--- config.mk ---
export PLATFORM = sky130hd
export DESIGN_NAME = multiport_regfile_flat
export DESIGN_NICKNAME = d
export VERILOG_FILES = /design/src/rtl/multiport_regfile_if.sv /design/src/rtl/multiport_regfile.sv /design/src/flat_wrapper.sv
export SDC_FILE = /design/constraint.sdc
export NUM_CORES = 2
export LEC_CHECK = 0
export CAP_MARGIN = 20
export CORE_MARGIN = 2
export CORE_UTILIZATION = 55
export DETAILED_ROUTE_END_ITERATION = 16
export PLACE_DENSITY = 0.77
export SLEW_MARGIN = 5
export SYNTH_ARGS = -nofsm -noshare
export SYNTH_HDL_FRONTEND = slang
export SYNTH_SLANG_ARGS = --single-unit
--- constraint.sdc ---
create_clock -name Clk -period 5.7 [get_ports Clk]
set_input_delay 0.855 -clock Clk [delete_from_list [all_inputs] [get_ports Clk]]
set_output_delay 0.855 -clock Clk [all_outputs]
set_load 0.01 [all_outputs]
--- src/rtl/multiport_regfile_if.sv ---
// ============================================================================
// Module  : multiport_regfile_if
// Brief   : Read/write/clear bus of the multi-port register file.
// Revision: 1.0 - initial release
// ============================================================================
`default_nettype none

interface multiport_regfile_if #(
  parameter int WIDTH  = 32,
  parameter int AW     = 5,
  parameter int NUM_RD = 2,
  parameter int NUM_WR = 2
) ();
  logic                     Clear;
  logic                     Busy;
  logic [NUM_RD*AW-1:0]     RdAddr;
  logic [NUM_RD*WIDTH-1:0]  RdData;
  logic [NUM_WR-1:0]        WrEn;
  logic [NUM_WR*AW-1:0]     WrAddr;
  logic [NUM_WR*WIDTH-1:0]  WrData;

  modport master (
    output Clear, RdAddr, WrEn, WrAddr, WrData,
    input  Busy, RdData
  );

  modport slave (
    input  Clear, RdAddr, WrEn, WrAddr, WrData,
    output Busy, RdData
  );
endinterface

`default_nettype wire

--- src/rtl/multiport_regfile.sv ---
// ============================================================================
// Module  : multiport_regfile
// Brief   : NUM_RD/NUM_WR register file, registered reads, sequenced clear.
//           Optional same-cycle write->read bypass: REGFILE_WR_BYPASS_EN.
// Revision: 1.0 - initial release
// ============================================================================
`default_nettype none

module multiport_regfile #(
  parameter int WIDTH    = 32,
  parameter int DEPTH    = 32,
  parameter int AW       = $clog2(DEPTH),
  parameter int NUM_RD   = 2,
  parameter int NUM_WR   = 2,
  parameter int ZERO_REG = 1
) (
  input  logic                 Clk,
  input  logic                 Rst_n,
  multiport_regfile_if.slave   bus
);

  typedef enum logic [0:0] {
    S_IDLE  = 1'b0,
    S_CLEAR = 1'b1
  } state_t;

  state_t           r_state;
  state_t           w_state_nxt;
  logic [AW-1:0]    r_ptr;
  logic [AW-1:0]    w_ptr_nxt;
  logic [WIDTH-1:0] r_mem [DEPTH];
  logic             w_busy;

  assign w_busy   = (r_state == S_CLEAR);
  assign bus.Busy = w_busy;

  always_ff @(posedge Clk) begin
    if (!Rst_n) begin
      r_state <= S_CLEAR;
      r_ptr   <= '0;
    end else begin
      r_state <= w_state_nxt;
      r_ptr   <= w_ptr_nxt;
    end
  end

  always_comb begin
    w_state_nxt = r_state;
    w_ptr_nxt   = r_ptr;
    case (r_state)
      S_IDLE: begin
        if (bus.Clear) begin
          w_state_nxt = S_CLEAR;
          w_ptr_nxt   = '0;
        end
      end
      S_CLEAR: begin
        w_ptr_nxt = r_ptr + 1'b1;
        if (r_ptr == AW'(DEPTH - 1)) begin
          w_state_nxt = S_IDLE;
        end
      end
      default: w_state_nxt = S_IDLE;
    endcase
  end

  // Storage is left untouched on the reset edge; the clear sequence zeroes it.
  // Ascending port loop: the last assignment (highest port) wins a collision.
  always_ff @(posedge Clk) begin
    if (Rst_n) begin
      if (w_busy) begin
        r_mem[r_ptr] <= '0;
      end else begin
        for (int j = 0; j < NUM_WR; j++) begin
          if (bus.WrEn[j] && !(ZERO_REG != 0 && bus.WrAddr[j*AW +: AW] == '0)) begin
            r_mem[bus.WrAddr[j*AW +: AW]] <= bus.WrData[j*WIDTH +: WIDTH];
          end
        end
      end
    end
  end

  generate
    for (genvar gi = 0; gi < NUM_RD; gi++) begin : g_rd
      logic [AW-1:0]    w_addr;
      logic [WIDTH-1:0] w_val;
      logic [WIDTH-1:0] r_rd;

      assign w_addr = bus.RdAddr[gi*AW +: AW];

      always_comb begin
        w_val = r_mem[w_addr];
`ifdef REGFILE_WR_BYPASS_EN
        for (int j = 0; j < NUM_WR; j++) begin
          if (bus.WrEn[j] && bus.WrAddr[j*AW +: AW] == w_addr) begin
            w_val = bus.WrData[j*WIDTH +: WIDTH];
          end
        end
`endif
        if (ZERO_REG != 0 && w_addr == '0) begin
          w_val = '0;
        end
      end

      always_ff @(posedge Clk) begin
        if (!Rst_n || w_busy) begin
          r_rd <= '0;
        end else begin
          r_rd <= w_val;
        end
      end

      assign bus.RdData[gi*WIDTH +: WIDTH] = r_rd;
    end
  endgenerate

endmodule

`default_nettype wire

--- src/flat_wrapper.sv ---
// flat-port wrapper written by rule: the top's interface ports become plain ports
module multiport_regfile_flat 
#(
  parameter int WIDTH    = 32,
  parameter int DEPTH    = 32,
  parameter int AW       = $clog2(DEPTH),
  parameter int NUM_RD   = 2,
  parameter int NUM_WR   = 2,
  parameter int ZERO_REG = 1
)
  (Clk, Rst_n, bus_Clear, bus_RdAddr, bus_WrEn, bus_WrAddr, bus_WrData, bus_Busy, bus_RdData);
  multiport_regfile_if #(.WIDTH(WIDTH), .AW(AW), .NUM_RD(NUM_RD), .NUM_WR(NUM_WR)) bus_i ();
  input  logic Clk;
  input  logic Rst_n;
  input wire logic [$bits(bus_i.Clear)-1:0] bus_Clear;
  input wire logic [$bits(bus_i.RdAddr)-1:0] bus_RdAddr;
  input wire logic [$bits(bus_i.WrEn)-1:0] bus_WrEn;
  input wire logic [$bits(bus_i.WrAddr)-1:0] bus_WrAddr;
  input wire logic [$bits(bus_i.WrData)-1:0] bus_WrData;
  output wire logic [$bits(bus_i.Busy)-1:0] bus_Busy;
  output wire logic [$bits(bus_i.RdData)-1:0] bus_RdData;
  assign bus_i.Clear = bus_Clear;
  assign bus_i.RdAddr = bus_RdAddr;
  assign bus_i.WrEn = bus_WrEn;
  assign bus_i.WrAddr = bus_WrAddr;
  assign bus_i.WrData = bus_WrData;
  assign bus_Busy = bus_i.Busy;
  assign bus_RdData = bus_i.RdData;
  multiport_regfile #(.WIDTH(WIDTH), .DEPTH(DEPTH), .AW(AW), .NUM_RD(NUM_RD), .NUM_WR(NUM_WR), .ZERO_REG(ZERO_REG)) u_core (.Clk(Clk), .Rst_n(Rst_n), .bus(bus_i));
endmodule
== Word-level counts from Yosys, hierarchy flattened ==
Memory sizes are Yosys's and may differ from the RTL's. A register that Yosys moved wholly into a read port is not among the register bits.
Cells that the tools add are included.

* Flip-flop bits (word level): 6
* Bits in writable memories: 1024
* Bits of input ports: 89
* Output and inout bits: 65
* Logic and storage cells: 39
* Memories: 1

{| class="wikitable"
|+ Memories
! memory !! depth !! width !! read ports !! clocked after Yosys merged registers in !! write ports !! RTL line !! RTL
|-
| u_core.r_mem || 32 || 32 || 2 || 2 || 2 || multiport_regfile.sv:31 || <nowiki>logic [WIDTH-1:0] r_mem [DEPTH];</nowiki>
|}

* $add $sub $neg: 1
* Eq/ne operators: 2
* Multiplexer cells: 19
* Bitwise logic cells: 1
* Reductions and logical operators: 13

{| class="wikitable"
|+ Operators with widths
! operator !! count
|-
| 32-bit 2-to-1 mux || 1
|-
| 32-bit OR reduction || 1
|-
| 5-bit zero test || 4
|-
| 1-bit 2-to-1 mux || 14
|-
| 5-bit 2-to-1 mux || 2
|-
| 5-bit case mux with 2 select lines || 1
|-
| 5-bit by 1-bit adder with 5-bit output (second input constant) || 1
|-
| 5-bit equality test (second input constant) || 1
|-
| 2-bit OR reduction || 2
|-
| 1-bit zero test || 3
|-
| 1-bit logical AND || 2
|-
| 2-bit != test (second input constant) || 1
|-
| 1-bit case mux with 2 select lines || 1
|-
| 1-bit logical OR || 1
|-
| 1-bit inverter || 1
|}

== Longest topological paths before layout ==
* Depth in word-level cells: 9
* Gate-level depth with buffers: 9
* Depth with buffers taken out: 5

== Least setup slack after synthesis ==
No wires, ideal clock.

* Path kind: in2reg
* From: input port bus_WrAddr[4]
* To: memory u_core.r_mem[4][0] (enable)
* Library setup time: 466 ps
* Data arrival time: 4432 ps
* Required time: 5234 ps
* Slack: 802 ps
* Stages: 6
* Path buffers: 2
* Cell sequence: or3_4 o31a_1 buf_6 buf_8 o41a_1 o21ai_0

{| class="wikitable"
|+ RTL lines
! what !! RTL line !! RTL
|-
| start: declaration || flat_wrapper.sv:18 || <nowiki>input wire logic [$bits(bus_i.WrAddr)-1:0] bus_WrAddr;</nowiki>
|-
| end: declaration || multiport_regfile.sv:31 ||
|}

==> results.cfg <==
[run_status]
outcome = finished, final reports clean

[drt]
drc_errors = 0
first_pass_iters = 8
avgViaCountPerCell = 7.15
wirelength_um = 216000
wire_per_inst_um = 32.8
antenna_left = 0
routed-via-count = 47200
drt_iter0_drc = 8128

[floorplan]
core_mm2 = 0.111
die-area_mm2 = 0.115
die_w_um = 339
dieHeight_um = 339
rows = 122
initial_core_util_pct = 55.6
pin_count = 154

[worst_setup_path]
reg2regPathDepth = 5
worstSetupPathType = input pin to register
path_max_fanout = 18
end_kind = register
start_kind = input pin
crit_arrival_ns = 4.50
r2r_slack_ns = 1.89
cp.required_ns = 6.15
r2r-end = u_core.r_mem[4][6]$_DFFE_PP_
rr_startpoint = u_core.bus.Busy$_SDFF_PN1_

[global_routing]
grt_max_degree = 98
grt_pass1_vias = 46400
antenna_found_initial = 8
grt_pass1_wl_um = 310000
gr-usage-all-layers_pct = 36.6
gr-total-overflow = 0

[sta]
fmax_mhz = 247
period_share_pct = 71.2
slew_violations = 0
relSlewSlack_pct = 12.5
finalCriticalPeriod_ns = 4.06
setup_violations = 0
tns_ns = 0
tightestPinTransition_ns = 1.31
rsz0062_at_grt = false
hold_violations = 0
finalClockSkew_ns = 0.0269

[synth]
synth_cells = 5129
synth.yosys.seq_area_share_pct = 52.0
async_flop_share_pct = 0
syn-num-nets = 5220
synth_ff_type = edfxtp_1
synth_cell_types = 57
yosys_warnings = 0
synth_area_per_cell_um2 = 12.1
synth_edf_count = 1024
ys_seq_elements = 1094
syn_area_mm2 = 0.0618

[cells_and_area]
drive_gt1_share_pct = 21.6
synthToLayoutAreaGrowth_pct = 11.4
fin_area_mm2 = 0.0689
fin_util_pct = 62.0
nets = 5101

[power]
p_per_area_mw_per_mm2 = 260
irDropWorstVdd_mv = 0.276
cellLeakagePower_nw = 26.6
fin_total_pwr_mw = 17.9

[worst_hold_path]
hold_depth = 2
min_from = u_core.r_ptr[2]$_SDFFE_PN0P_
hold_end = u_core.r_ptr[2]$_SDFFE_PN0P_
worstHoldPathType = register to register

[clocking]
cts-htree-levels = 3
hold_buffers = 0
cts_tree = yes
cts_setup_buffers = 0
clock-sinks = 1094
numCtsBuffers = 114
cts_buffer_depth = 3
root_buffer = clkbuf_16
clk_pin_slew_ns = 0.06
clk_latency_ns = 0.74
post_cts_resized = 0

[place]
gp_congestion = 0.937
place_area_mm2 = 0.0649
portBuffers = 153
detailed_place_hpwl_um = 129000

[flow_run]
timing.max_cap.violations = 0
-- registers in the layout (all words and copies together), names as in the netlist --
signal,flops
u_core.bus.Busy,1
u_core.r_mem,1024
u_core.g_rd.r_rd,64
u_core.r_ptr,5
-- how the worst max path moves through the flow --
stage                     cells after the start  slack, ns                       endpoint          start
after floorplan                               6       0.80   u_core.r_mem[4][0]$_DFFE_PP_  bus_WrAddr[4]
after global placement                        6       1.07  u_core.r_mem[4][10]$_DFFE_PP_          Rst_n
after detailed placement                      6       0.99  u_core.r_mem[4][11]$_DFFE_PP_          Rst_n
after CTS                                     6       1.76   u_core.r_mem[4][6]$_DFFE_PP_          Rst_n
after global routing                          6       1.59   u_core.r_mem[4][6]$_DFFE_PP_          Rst_n
final                                         6       1.64   u_core.r_mem[4][6]$_DFFE_PP_          Rst_n
-- power by group --
part / internal, mW / switching, mW
Sequential: 8.69 / 0.0194
Clock: 4.58 / 3.32
Combinational: 0.489 / 0.781
Total: 13.8 / 4.12
-- logic make-up (layout without fill, tap and decap cells) --
logic type | after synthesis | after routing | share of synthesized area [%]
compound gates | 1012 | 1012 | 9.90
xor+xnor | 1 | 1 | 0.0142
fa+ha+maj | 2 | 2 | 0.0405
buf+inv | 613 | 594 | 4.58
flops | 1094 | 1094 | 52.0
mux | 1378 | 1378 | 25.9
other cells | 0 | 4 | 0
simple gates | 1029 | 1029 | 7.56
-- stage by stage --
stage                     worst slack (ns)  hold slack [ns]  cells
final                                 1.64            0.596   6602
after CTS                             1.76            0.574   6593
after global placement                1.07            0.546   6371
after floorplan                      0.802            0.509   5129
after detailed placement             0.994            0.564   6377
after global routing                  1.59            0.630   6598
-- layer usage --
metal	GRT usage [%]	vias to the layer above	share of wire [%]
met1	46.9	22900	35
met5	0	-	0.018
li1	-	19300	-
met4	21.9	6	6.5
met2	54.6	4122	44
met3	11.6	908	15
-- final cells by class --
cell class | count | area, um2
Antenna cell | 4 | 10.0
Clock buffer | 141 | 3070
Clock inverter | 75 | 836
Fill cell | 8344 | 42200
Inverter | 36 | 135
Multi-Input combinational cell | 3422 | 27400
Sequential cell | 1094 | 32200
Tap cell | 1488 | 1860
Timing Repair Buffer | 342 | 3420
-- cells in the final DEF, fill, tap and decap left out, types with 117 or more instances in the layout --
cell type / instances
mux2_2: 478
edfxtp_1: 1024
mux2i_1: 769
mux4_2: 128
a22oi_1: 384
o21ai_0: 572
clkbuf_16: 117
buf_4: 150
clkdlybuf4s50_1: 147
nand2_1: 651
nand3_1: 197
-- synthesized netlist by cell type (9+ instances only) --
cell      number  area [um2]
buf_2        119         596
clkbuf_8      20         275
buf_6         13         146
nand2_1      658        2470
clkbuf_1     332        1250
clkbuf_2      20         100
dfxtp_1       70        1400
nand3_1      203        1020
nand4_1       64         400
o21bai_1      18         135
inv_2         20        75.1
a22oi_1      384        2880
buf_1         66         248
edfxtp_1    1024       30700
o21ai_0      585        2930
nor3_1        13        65.1
nand2_4       25         282
inv_1         16        60.1
mux4_2       128        2880
and3_1         9        56.3
nor2_1        13        48.8
mux2i_1      769        7700
mux2_2       478        5380
-- critical path, cell delays in order --
cell and delay, ns:
clkdlybuf4s50_1 0.77, and3b_1 0.35, o31a_2 0.75, o22ai_2 0.56
o21ai_4 0.92, buf_12 0.25
Power figures use the tool's default switching activity.
